--- src/rtl/seq_magnitude_comparator_pkg.sv ---
// Shared types and sizing helpers for the sequential magnitude comparator.
// Optional feature macro used by this block: CMP_EARLY_EXIT_EN.
package cmp_pkg;

   // Controller states: wait for operands, walk the chunks, present the result
   typedef enum logic [1:0] {
      CMP_IDLE = 2'd0,
      CMP_SCAN = 2'd1,
      CMP_HOLD = 2'd2
   } cmp_state_t;

   // One-hot compare result; all zero while no result is being presented
   typedef struct packed {
      logic gt;
      logic lt;
      logic eq;
   } cmp_res_t;

   // Number of chunk steps needed to cover the operand
   function automatic int calc_n(input int width, input int chunk);
      return width / chunk;
   endfunction

   // Width of the chunk index register, never narrower than one bit
   function automatic int calc_idx_w(input int n);
      if (n > 1) begin
         return $clog2(n);
      end else begin
         return 1;
      end
   endfunction

endpackage

--- src/rtl/seq_magnitude_comparator_if.sv ---
// Operand/result handshake bundle of the sequential magnitude comparator.
// master = operand producer / result consumer, slave = comparator.
interface seq_magnitude_comparator_if #(
   parameter int WIDTH = 16
);
   logic             in_valid;
   logic             in_ready;
   logic [WIDTH-1:0] porta;
   logic [WIDTH-1:0] portb;
   logic             is_signed;
   logic             out_valid;
   logic             out_ready;
   logic             equal;
   logic             less;
   logic             higher;

   modport master (
      output in_valid, porta, portb, is_signed, out_ready,
      input  in_ready, out_valid, equal, less, higher
   );

   modport slave (
      input  in_valid, porta, portb, is_signed, out_ready,
      output in_ready, out_valid, equal, less, higher
   );
endinterface

--- src/rtl/seq_magnitude_comparator_chunk.sv ---
// Single CHUNK-bit unsigned comparator built from one subtract; the borrow
// out tells A < B, a zero difference tells A == B.
module chunk_compare #(
   parameter int CHUNK = 4
) (
   input  logic [CHUNK-1:0] a,
   input  logic [CHUNK-1:0] b,
   output logic             lt,
   output logic             eq,
   output logic             gt
);
   logic [CHUNK:0] diff_s;

   // Extended subtract: bit CHUNK is the borrow out
   always_comb begin
      diff_s = {1'b0, a} - {1'b0, b};
      lt     = diff_s[CHUNK];
      eq     = (diff_s[CHUNK-1:0] == '0);
      gt     = ~diff_s[CHUNK] & (diff_s[CHUNK-1:0] != '0);
   end
endmodule

--- src/rtl/seq_magnitude_comparator.sv ---
// Multi-cycle magnitude comparator: WIDTH-bit operands are compared CHUNK
// bits per cycle, most significant chunk first, through one shared chunk
// comparator. Signed mode resolves differing sign bits on the first chunk.
// Define CMP_EARLY_EXIT_EN to leave the scan on the first differing chunk;
// otherwise every transaction takes the full N-chunk scan.
module seq_magnitude_comparator
   import cmp_pkg::*;
#(
   parameter int WIDTH = 16,
   parameter int CHUNK = 4
) (
   input logic                      clk,
   input logic                      rst_n,
   seq_magnitude_comparator_if.slave bus
);
   localparam int             N       = calc_n(WIDTH, CHUNK);
   localparam int             IDX_W   = calc_idx_w(N);
   localparam logic [IDX_W-1:0] IDX_MAX = IDX_W'(N - 1);

   cmp_state_t       state_r;
   cmp_state_t       state_s;
   logic [WIDTH-1:0] a_r;
   logic [WIDTH-1:0] b_r;
   logic             signed_r;
   logic [IDX_W-1:0] idx_r;
   logic             decided_r;
   logic             lt_r;
   logic             gt_r;
   logic             in_ready_r;
   logic             out_valid_r;
   cmp_res_t         res_r;

   logic [CHUNK-1:0] chunk_a_s;
   logic [CHUNK-1:0] chunk_b_s;
   logic             c_lt_s;
   logic             c_eq_s;
   logic             c_gt_s;
   logic             sign_diff_s;
   logic             step_lt_s;
   logic             step_gt_s;
   logic             step_dec_s;
   logic             scan_done_s;
   logic             accept_s;

   assign chunk_a_s = a_r[idx_r*CHUNK +: CHUNK];
   assign chunk_b_s = b_r[idx_r*CHUNK +: CHUNK];

   chunk_compare #(.CHUNK(CHUNK)) u_chunk (
      .a  (chunk_a_s),
      .b  (chunk_b_s),
      .lt (c_lt_s),
      .eq (c_eq_s),
      .gt (c_gt_s)
   );

   // Fold the current chunk into the running verdict; once decided, later chunks are ignored
   always_comb begin
      sign_diff_s = signed_r && (idx_r == IDX_MAX) && (a_r[WIDTH-1] != b_r[WIDTH-1]);
      step_lt_s   = lt_r;
      step_gt_s   = gt_r;
      step_dec_s  = decided_r;
      if (!decided_r) begin
         if (sign_diff_s) begin
            // negative A (sign bit set) is the smaller operand
            step_lt_s  = a_r[WIDTH-1];
            step_gt_s  = ~a_r[WIDTH-1];
            step_dec_s = 1'b1;
         end else begin
            step_lt_s  = c_lt_s;
            step_gt_s  = c_gt_s;
            step_dec_s = ~c_eq_s;
         end
      end else begin
         step_lt_s  = lt_r;
         step_gt_s  = gt_r;
         step_dec_s = 1'b1;
      end
`ifdef CMP_EARLY_EXIT_EN
      scan_done_s = (idx_r == '0) || step_dec_s;
`else
      scan_done_s = (idx_r == '0);
`endif
   end

   // Next-state logic of the IDLE -> SCAN -> HOLD -> IDLE controller
   always_comb begin
      state_s  = state_r;
      accept_s = 1'b0;
      case (state_r)
         CMP_IDLE: begin
            if (bus.in_valid && in_ready_r) begin
               accept_s = 1'b1;
               state_s  = CMP_SCAN;
            end else begin
               state_s  = CMP_IDLE;
            end
         end
         CMP_SCAN: begin
            if (scan_done_s) begin
               state_s = CMP_HOLD;
            end else begin
               state_s = CMP_SCAN;
            end
         end
         CMP_HOLD: begin
            if (out_valid_r && bus.out_ready) begin
               state_s = CMP_IDLE;
            end else begin
               state_s = CMP_HOLD;
            end
         end
         default: begin
            state_s = CMP_IDLE;
         end
      endcase
   end

   // State, operand, scan and registered output updates
   always_ff @(posedge clk) begin
      if (!rst_n) begin
         state_r     <= CMP_IDLE;
         a_r         <= '0;
         b_r         <= '0;
         signed_r    <= 1'b0;
         idx_r       <= IDX_MAX;
         decided_r   <= 1'b0;
         lt_r        <= 1'b0;
         gt_r        <= 1'b0;
         in_ready_r  <= 1'b1;
         out_valid_r <= 1'b0;
         res_r       <= '0;
      end else begin
         state_r    <= state_s;
         in_ready_r <= (state_s == CMP_IDLE);
         case (state_r)
            CMP_IDLE: begin
               if (accept_s) begin
                  a_r       <= bus.porta;
                  b_r       <= bus.portb;
                  signed_r  <= bus.is_signed;
                  idx_r     <= IDX_MAX;
                  decided_r <= 1'b0;
                  lt_r      <= 1'b0;
                  gt_r      <= 1'b0;
               end
            end
            CMP_SCAN: begin
               decided_r <= step_dec_s;
               lt_r      <= step_lt_s;
               gt_r      <= step_gt_s;
               if (scan_done_s) begin
                  out_valid_r <= 1'b1;
                  res_r       <= '{gt: step_gt_s, lt: step_lt_s, eq: ~step_dec_s};
               end else begin
                  idx_r <= idx_r - IDX_W'(1);
               end
            end
            CMP_HOLD: begin
               if (bus.out_ready) begin
                  out_valid_r <= 1'b0;
                  res_r       <= '0;
               end
            end
            default: begin
               out_valid_r <= 1'b0;
               res_r       <= '0;
            end
         endcase
      end
   end

   assign bus.in_ready  = in_ready_r;
   assign bus.out_valid = out_valid_r;
   assign bus.equal     = res_r.eq;
   assign bus.less      = res_r.lt;
   assign bus.higher    = res_r.gt;

endmodule
--- src/flat_wrapper.sv ---
// flat-port wrapper written by rule: the top's interface ports become plain ports
module seq_magnitude_comparator_flat import cmp_pkg::*;
#(
   parameter int WIDTH = 16,
   parameter int CHUNK = 4
)
  (clk, rst_n, bus_in_valid, bus_porta, bus_portb, bus_is_signed, bus_out_ready, bus_in_ready, bus_out_valid, bus_equal, bus_less, bus_higher);
  seq_magnitude_comparator_if #(.WIDTH(WIDTH)) bus_i ();
  input logic clk;
  input logic rst_n;
  input wire logic [$bits(bus_i.in_valid)-1:0] bus_in_valid;
  input wire logic [$bits(bus_i.porta)-1:0] bus_porta;
  input wire logic [$bits(bus_i.portb)-1:0] bus_portb;
  input wire logic [$bits(bus_i.is_signed)-1:0] bus_is_signed;
  input wire logic [$bits(bus_i.out_ready)-1:0] bus_out_ready;
  output wire logic [$bits(bus_i.in_ready)-1:0] bus_in_ready;
  output wire logic [$bits(bus_i.out_valid)-1:0] bus_out_valid;
  output wire logic [$bits(bus_i.equal)-1:0] bus_equal;
  output wire logic [$bits(bus_i.less)-1:0] bus_less;
  output wire logic [$bits(bus_i.higher)-1:0] bus_higher;
  assign bus_i.in_valid = bus_in_valid;
  assign bus_i.porta = bus_porta;
  assign bus_i.portb = bus_portb;
  assign bus_i.is_signed = bus_is_signed;
  assign bus_i.out_ready = bus_out_ready;
  assign bus_in_ready = bus_i.in_ready;
  assign bus_out_valid = bus_i.out_valid;
  assign bus_equal = bus_i.equal;
  assign bus_less = bus_i.less;
  assign bus_higher = bus_i.higher;
  seq_magnitude_comparator #(.WIDTH(WIDTH), .CHUNK(CHUNK)) u_core (.clk(clk), .rst_n(rst_n), .bus(bus_i));
endmodule
--- config.mk ---
export PLATFORM = sky130hd
export DESIGN_NAME = seq_magnitude_comparator_flat
export DESIGN_NICKNAME = d
export VERILOG_FILES = /design/src/rtl/seq_magnitude_comparator_pkg.sv /design/src/rtl/seq_magnitude_comparator_if.sv /design/src/rtl/seq_magnitude_comparator_chunk.sv /design/src/rtl/seq_magnitude_comparator.sv /design/src/flat_wrapper.sv
export SDC_FILE = /design/constraint.sdc
export NUM_CORES = 1
export LEC_CHECK = 0
export ABC_AREA = 1
export CAP_MARGIN = 20
export CORE_MARGIN = 8
export CORE_UTILIZATION = 43
export CTS_BUF_LIST = sky130_fd_sc_hd__clkbuf_4 sky130_fd_sc_hd__clkbuf_8
export DETAILED_ROUTE_END_ITERATION = 7
export PLACE_DENSITY = 0.71
export SLEW_MARGIN = 20
export SYNTH_ARGS = -nofsm -noshare
export SYNTH_HDL_FRONTEND = slang
export SYNTH_SLANG_ARGS = --single-unit
--- constraint.sdc ---
create_clock -name clk -period 5 [get_ports clk]
set_input_delay 1 -clock clk [delete_from_list [all_inputs] [get_ports clk]]
set_output_delay 1 -clock clk [all_outputs]
set_load 0.01 [all_outputs]
# Word level (Yosys, flattened, before mapping)
# Index checks and enable logic that the tools add are counted.
totals:
  reg_bits: 45
  latch_bits: 0
  ram_bits: 0
  romBits: 0
  word_cells: 70
  memories: 0
op_classes:
  addsub: 2
  mul: 0
  n_div: 0
  n_lt_le_gt_ge: 0
  n_eq_ne: 8
  shifts: 2
  muxes: 25
  bitwise_logic: 6
  reduce_logical: 14
op_table:
  columns: ["op", "count"]
  rows:
  - ["$shiftx A16 B5 Y4", 2]
  - ["$mux W1", 12]
  - ["$pmux W3 S3", 1]
  - ["$mux W2", 4]
  - ["$logic_not A2 Y1", 3]
  - ["$mux W3", 2]
  - ["$pmux W1 S2", 3]
  - ["$pmux W2 S3", 1]
  - ["$reduce_and A3 Y1", 2]
  - ["$not A1 Y1", 5]
  - ["$sub A4 B4 Y5", 1]
  - ["$eq A2 B2 Y1 const B", 2]
  - ["$logic_and A1 B1 Y1", 4]
  - ["$logic_not A4 Y1", 1]
  - ["$ne A2 B1 Y1 const B", 2]
  - ["$ne A2 B2 Y1 const B", 2]
  - ["$pmux W2 S2", 1]
  - ["$reduce_and A2 Y1", 2]
  - ["$reduce_bool A4 Y1", 1]
  - ["$pmux W1 S3", 1]
  - ["$eq A2 B1 Y1 const B", 1]
  - ["$reduce_bool A2 Y1", 1]
  - ["$sub A2 B1 Y2 const B", 1]
  - ["$and A1 B1 Y1", 1]
  - ["$ne A1 B1 Y1", 1]

# Logic depth before layout (Yosys ltp)
# Gate-level depths: netlist (run 1).
depth:
  depth_word: 9
  mapped_depth: 16
  depth_no_buf: 14

# By module
# Synthesis (run 1) repeated with hierarchy kept, for this count alone.
hier_totals:
  cells_unflattened: 299
  hier_area_um2: 2144.6
modules_own_cells:
  columns: ["module", "instances", "cells_per_inst", "area_each_um2", "seq_area_each_um2"]
  rows:
  - ["seq_magnitude_comparator", 1, 264, 1951.9, 900.9]
  - ["chunk_compare", 1, 35, 192.7, 0.0]

# Worst setup path after synthesis (run 1)
# Ideal clock, no wire load.
synth_timing:
  path_type: "register to register"
  startpoint: "reg u_core.idx_r[0]"
  endpoint: "reg u_core.gt_r"
  setup_ns: 0.126
  t_arrival_ns: 2.092
  required_ns: 4.874
  setup_slack_ns: 2.783
  stages_incl_launch_ff: 14
  period_less_slack_ns: 2.217
  cell_sequence: "dfxtp_1 clkbuf_2 buf_2 nand2_1 a32o_1 ha_1 inv_1 fa_1 nor2_1 nand2_1 nor2_1 nand3_1 nand3_1 a21oi_1"
synth_between:
  elab_chain_len: 7
  elab_cells_between_ends: 12
synth_lines:
  columns: ["element", "line", "source"]
  rows:
  - ["start, declared", "seq_magnitude_comparator.sv:25", "logic [IDX_W-1:0] idx_r;"]
  - ["start signal, assigned", "seq_magnitude_comparator.sv:155", "idx_r <= idx_r - IDX_W'(1);"]
  - ["$shiftx A16 B5 Y4, on equally long branches", "seq_magnitude_comparator.sv:45, seq_magnitude_comparator.sv:46", null]
  - ["$sub A4 B4 Y5", "seq_magnitude_comparator_chunk.sv:16", "diff_s = {1'b0, a} - {1'b0, b};"]
  - ["$reduce_bool A4 Y1 or $not A1 Y1 (tied branches)", "seq_magnitude_comparator_chunk.sv:19", "gt = ~diff_s[CHUNK] & (diff_s[CHUNK-1:0] != '0);"]
  - ["$and A1 B1 Y1", "seq_magnitude_comparator_chunk.sv:19", null]
  - ["$mux W1 *", "seq_magnitude_comparator.sv:63", "if (sign_diff_s) begin"]
  - ["$mux W1 *", "seq_magnitude_comparator.sv:62", "if (!decided_r) begin"]
  - ["$pmux W1 S2 *", "seq_magnitude_comparator.sv:135", "case (state_r)"]
  - ["end signal, assigned", "seq_magnitude_comparator.sv:150", "gt_r <= step_gt_s;"]
  - ["end, declared", "seq_magnitude_comparator.sv:28", "logic gt_r;"]
# Mark *: on every way between the ends. The rest lies on a longest branch, timed or not.
# A chain may end at the register's enable or synchronous reset.

# Worst setup path in the final report (run 1)
# Same ends and word-level chain as after synthesis.

==> impl_results.md, run 1 <==
- Crit path capture: u_core.gt_r$_SDFFE_PN0P_
- PostCTS Resize Cnt: 0
- Fin nets: 367
- Setup TNS: 0 ns
- First-pass GRT wire length: 8.38 mm
- Ys async rst share: 0
- Die Area: 7360 µm²
- Worst Skew: 0.00768 ns
- Critical-path maximum fanout: 20
- DIE WIDTH: 85.8 µm
- Post-synth top flop: dfxtp_1
- Final min period: 2.83 ns
- Relative slew slack: 0.629
- # port buffers: 41
- Post-CTS setup buffers: 0
- Worst endpoint data arrival time: 3.01 ns
- R2R depth: 12
- Net Count, Synth: 334
- Setup crit end kind: register
- Sequential power share: 0.458
- Syn Inst Count: 290
- DR pass1 iterations: 4
- Net Switching: 0.317 mW
- Via density: 5.03
- Latest clock arrival within the worst-skew pair: 0.30 ns
- Rows: 25
- Clk pin slew, worst setup/hold paths: 0.08 ns
- DR DRC count: 0
- Initial antenna violation count: 0
- Reg2reg start: u_core.idx_r[0]$_SDFFE_PN1P_
- Final Util: 0.545
- Max Buffers Root-to-Sink: 2
- Seq cells post-synth: 45
- Reg-to-reg setup timing slack: 2.17 ns
- RD Place Congestion: 0.841
- Fin Hold WS: 0.476 ns
- Fmax: 353 MHz
- TritonCTS Buffers: 5
- Cell area after synthesis: 2090 µm²
- Post-synth EDFFs: 0
- Post-Place Worst Slack: 2.03 ns
- Leakage: 1.05 nW
- Synthesis-to-finish area growth: 23.0%
- Crit share post-route: 0.566
- Synth top area share: 0.430
- Fin. max-slew vios: 0
- Fillers: 468
- Cell taking the most area after synthesis: dfxtp_1
- Distinct cell type count after synthesis: 25
- CTS root buf: clkbuf_8
- Worst min path class: reg -> reg
- CTS tree: built
- Worst VDD drop: 172 µV
- Worst reg2reg endpoint: u_core.gt_r$_SDFFE_PN0P_
- Crit path launch type: register
- Ranking of synthesized cells by area: dfxtp_1 43%, nor2_1 14%, o21ai_0 10%
- HPWL after detailed placement: 3.41 mm
- Vias in the first global route: 1,929
- Initial detailed-routing violation count: 118
- Die H: 85.8 µm
- Most common cell in the netlist: nor2_1
- CP required: 5.18 ns
- Largest net degree at the start of global routing: 42
- Hold Buf Count CTS: 0
- RSZ-0062 raised after global routing: false
- Slew @ Worst Pin: 0.556 ns
- Clock sink total: 45
- Final worst setup slack: 2.17 ns
- Crit Path Category: reg -> reg
- Via count: 1,966
- GRT Total Usage: 0.138
- Syn avg cell area: 7.22 µm²
- Post-synth top cells: 78 x nor2_1, 45 x dfxtp_1, 42 x o21ai_0, 36 x nand2_1, 17 x a21oi_1
- Worst Setup SP: u_core.idx_r[0]$_SDFFE_PN1P_
- Internal: 0.625 mW
- Initial Util: 0.443
- Power per cell area: 366 nW/µm²
- Sequential element share of the synthesized area: 0.430
- Layout cells sized above 1: 0.0586
- Final setup vio count: 0
- Core footprint: 4720 µm²
- Status: finished clean
- Combinational power share: 0.305
- Post-route ant nets: 0
- Grt ovf: 0
- Final WL: 4.72 mm
- Drt wl/cell: 12.1 µm
- Synth warn: 0
- N_diodes: 0
- H-tree depth: 2
- Final hold violations: 0
- Sw frac: 0.336
- Placed instance count: 383
- Total of max-cap violations: 0
- Clk pwr share: 0.237
- # IOs: 42
- Final std cells w/o fill: 391
-- metal layers --
metal,vias to the layer above,share of wire,track usage
met5,-,0,0
met4,0,0.0074,0.0605
met3,5,0.066,0.0382
met2,51,0.44,0.222
met1,894,0.48,0.169
li1,1016,-,-
-- power groups by stage --
stage	Sequential, mW	Combinational [mW]	Clock (mW)
finish	0.431	0.287	0.223
global route	0.436	0.334	0.243
CTS	0.431	0.288	0.224
detailed placement	0.439	0.285	0
global placement	0.438	0.278	0
floorplan	0.427	0.224	0
-- placed cells by master, fill, tap and decap left out, drive strengths merged --
master | synthesis | routed
buf | 10 | 2
clkbuf | 6 | 6
inv | 17 | 17
clkinv | 0 | 2
a21oi | 19 | 19
a32o | 3 | 3
nor2 | 80 | 80
nand4 | 2 | 2
nand2 | 38 | 38
nand3b | 1 | 1
nand3 | 10 | 10
dfxtp | 45 | 45
o22ai | 4 | 4
o21ai | 47 | 47
ha | 6 | 6
fa | 1 | 1
clkdlybuf4s50 | 0 | 40
o211ai | 1 | 1
-- sequential cells by signal, indices dropped and copies added, names as in the netlist --
register,count
u_core.state_r,2
u_core.bus.higher,1
u_core.decided_r,1
u_core.lt_r,1
u_core.signed_r,1
u_core.bus.out_valid,1
u_core.idx_r,2
u_core.bus.less,1
u_core.bus.in_ready,1
u_core.b_r,16
u_core.a_r,16
u_core.gt_r,1
u_core.bus.equal,1
-- kinds of logic after synthesis --
kind of cell / Yosys count / synth area share
adders and majority gates: 7 / 0.0454
and+or+nand+nor: 131 / 0.254
DFF: 45 / 0.430
buffers and inverters: 33 / 0.0788
AOI/OAI and AO/OA: 74 / 0.191
-- critical path, cell delays in order, from the launching register on --
cell and delay (ns):
dfxtp_1 0.68, inv_1 0.40, o21ai_0 0.26, o22ai_1 0.10
ha_1 0.18, inv_1 0.08, fa_1 0.41, nor2_1 0.11
nand2_1 0.05, nor2_1 0.14, nand3_1 0.11, nand3_1 0.12
a21oi_1 0.07
-- how the worst min path moves through the flow --
stage | end | slack, ns | start | depth (start not counted)
global route | u_core.bus.equal$_SDFFE_PN0P_ | 0.50 | u_core.bus.equal$_SDFFE_PN0P_ | 2
floorplan | u_core.a_r[5]$_SDFFE_PN0P_ | 0.45 | u_core.a_r[5]$_SDFFE_PN0P_ | 2
CTS | u_core.bus.equal$_SDFFE_PN0P_ | 0.48 | u_core.bus.equal$_SDFFE_PN0P_ | 2
finish | u_core.bus.equal$_SDFFE_PN0P_ | 0.48 | u_core.bus.equal$_SDFFE_PN0P_ | 2
detailed placement | u_core.bus.equal$_SDFFE_PN0P_ | 0.46 | u_core.bus.equal$_SDFFE_PN0P_ | 2
global placement | u_core.a_r[6]$_SDFFE_PN0P_ | 0.46 | u_core.a_r[6]$_SDFFE_PN0P_ | 2
-- stage by stage --
| stage | area, µm² | power, mW |
|---|---|---|
| 2_1_floorplan | 2090 | 0.650 |
| 3_3_place_gp | 2490 | 0.717 |
| 3_5_place_dp | 2490 | 0.723 |
| 4_1_cts | 2580 | 0.943 |
| 5_1_grt | 2580 | 1.01 |
| 6_report | 2580 | 0.942 |
-- area by class of cell --
| type | count | area, µm² | share of cell area |
|---|---|---|---|
| Clock inverter | 2 | 10.0 | 0.00389 |
| Sequential cell | 45 | 901 | 0.350 |
| Multi-Input combinational cell | 212 | 1030 | 0.399 |
| Inverter | 17 | 63.8 | 0.0248 |
| Clock buffer | 6 | 76.3 | 0.0296 |
| Timing Repair Buffer | 42 | 413 | 0.160 |
| Tap cell | 67 | 83.8 | 0.0325 |
(Power assumes the default switching activity.)
==> run 2: changes to the inputs <==
- PLACE_DENSITY: 0.71 -> 0.73
- clock period: 5 -> 2.35 ns (I/O delays scaled with it)
==> run 2 against run 1 <==
Combinational power up 140%. Worst setup slack worse by 2.0 ns. Cell count up 2.8%. Core utilization up 2.5 points.
==> impl_results.md, run 2 (synthesized netlist as in run 1, its figures left out) <==
- Worst VDD drop: 335 µV
- Final min period: 2.19 ns
- Die H: 85.8 µm
- Vias in the first global route: 1,957
- Worst hold path stage count: 2
- CTS root buf: clkbuf_8
- DIE WIDTH: 85.8 µm
- Largest net degree at the start of global routing: 36
- Final Util: 0.571
- Layout cells sized above 1: 0.110
- H-tree depth: 2
- Grt ovf: 0
- # IOs: 42
- Fin nets: 378
- Reg2reg start: u_core.idx_r[0]$_SDFFE_PN1P_
- TritonCTS Buffers: 5
- Final setup vio count: 0
- CP required: 2.53 ns
- Fin. max-slew vios: 0
- Die Area: 7360 µm²
- Rows: 25
- Power per cell area: 770 nW/µm²
- Initial Util: 0.443
- Core footprint: 4720 µm²
- HPWL after detailed placement: 3.54 mm
- Hold path startpoint: u_core.bus.equal$_SDFFE_PN0P_
- Final WL: 4.85 mm
- Critical-path maximum fanout: 11
- DR pass1 iterations: 4
- Fillers: 465
- Setup crit end kind: register
- RD Place Congestion: 0.908
- Fmax: 457 MHz
- N_diodes: 0
- Crit Path Category: reg -> reg
- Largest registers: u_core.a_r (16), u_core.b_r (16)
- Placed cell area: 2540 µm²
- Storage element area: 902 µm²
- Via count: 1,939
- Total of max-cap violations: 0
- Final hold violations: 0
- Leakage: 1.10 nW
- Synthesis-to-finish area growth: 28.7%
- Clock sink total: 45
- Worst endpoint data arrival time: 2.37 ns
- Worst reg2reg endpoint: u_core.gt_r$_SDFFE_PN0P_
- Most frequent cells in the layout: 77 x nor2_1, 44 x dfxtp_1, 41 x o21ai_0, 41 x clkdlybuf4s50_1, 36 x nand2_1
- Post-route ant nets: 0
- Drt wl/cell: 12.1 µm
- Commonest non-fill, non-tap cell in the layout: nor2_1
- Crit share post-route: 0.931
- Hold endpoint: u_core.bus.equal$_SDFFE_PN0P_
- Area of the multi-input gates: 1050 µm²
- Initial antenna violation count: 0
- Clk pin slew, worst setup/hold paths: 0.09 ns
- Status: finished clean
- Initial detailed-routing violation count: 109
- # port buffers: 41
- Reg-to-reg setup timing slack: 0.16 ns
- Relative slew slack: 0.667
- Final worst setup slack: 0.161 ns
- Finished layout cell area: 2700 µm²
- First-pass GRT wire length: 8.47 mm
- DR DRC count: 0
- Worst min path class: reg -> reg
- CTS tree: built
- Fin Hold WS: 0.471 ns
- Max Buffers Root-to-Sink: 2
- R2R depth: 12
- Worst Skew: 0.00586 ns
- Via density: 4.82
- Post-Place Worst Slack: 0.130 ns
- GRT Total Usage: 0.140
- Latest clock arrival within the worst-skew pair: 0.30 ns
- Crit path launch type: register
- Slew @ Worst Pin: 0.499 ns
==> run 2: changes by cell type in the layout (fill, tap and decap cells not counted), sizes merged <==
| cell | before | now |
|---|---|---|
| buf | 2 | 12 |
| clkinv | 2 | 3 |
| clkbuf | 6 | 5 |
| clkdlybuf4s50 | 40 | 41 |
==> run 2: metrics by stage <==
stage          std cells  setup TNS, ns  total power [mW]
3_3_place_gp         389              0              1.54
5_1_grt              402        -0.0646              2.22
2_1_floorplan        290              0              1.38
4_1_cts              397              0              2.03
3_5_place_dp         389              0              1.55
6_report             402              0              2.08
==> run 2: worst max-delay path by stage <==
stage | startpoint | endpoint | depth (start not counted)
2_1_floorplan | u_core.idx_r[0]$_SDFFE_PN1P_ | u_core.gt_r$_SDFFE_PN0P_ | 13
3_3_place_gp | u_core.idx_r[0]$_SDFFE_PN1P_ | u_core.gt_r$_SDFFE_PN0P_ | 12
3_5_place_dp | u_core.idx_r[0]$_SDFFE_PN1P_ | u_core.gt_r$_SDFFE_PN0P_ | 12
4_1_cts | u_core.idx_r[0]$_SDFFE_PN1P_ | u_core.gt_r$_SDFFE_PN0P_ | 12
5_1_grt | u_core.idx_r[0]$_SDFFE_PN1P_ | u_core.gt_r$_SDFFE_PN0P_ | 12
6_report | u_core.idx_r[0]$_SDFFE_PN1P_ | u_core.gt_r$_SDFFE_PN0P_ | 12
==> run 2: area by class of cell <==
type | instances | area share
multi-input combinational | 212 | 0.390
tap | 67 | 0.0311
timing repair buffer | 53 | 0.187
clock buffer | 5 | 0.0255
inverter | 17 | 0.0237
sequential | 45 | 0.335
clock inverter | 3 | 0.00836
==> run 2: repair_timing <==
item | CTS | global route
resized for setup | 0 | 10
setup endpoints to repair | 0 | 4
hold buffers | 0 | 0
buffers inserted | 0 | 5
==> run 2: worst max-delay path, cell delays in order (launching register included) <==
cell,delay (ns)
dfxtp_2,0.35
buf_6,0.13
nand2_1,0.06
a32o_1,0.25
ha_1,0.20
inv_1,0.08
fa_2,0.43
nor2_1,0.11
nand2_1,0.07
nor2_2,0.14
nand3_2,0.10
nand3_2,0.10
a21oi_1,0.06
==> run 2: layer usage <==
| layer | part of all wire | vias up | track usage |
|---|---|---|---|
| li1 | - | 1036 | - |
| met1 | 0.50 | 858 | 0.174 |
| met2 | 0.44 | 38 | 0.225 |
| met3 | 0.039 | 7 | 0.0277 |
| met4 | 0.019 | 0 | 0.0732 |
| met5 | 0 | - | 0 |
==> run 2: where the power goes <==
part           internal, mW  total (mW)  switching, mW
clock network         0.211       0.476          0.265
registers             0.852       0.907         0.0549
logic                 0.305       0.693          0.388
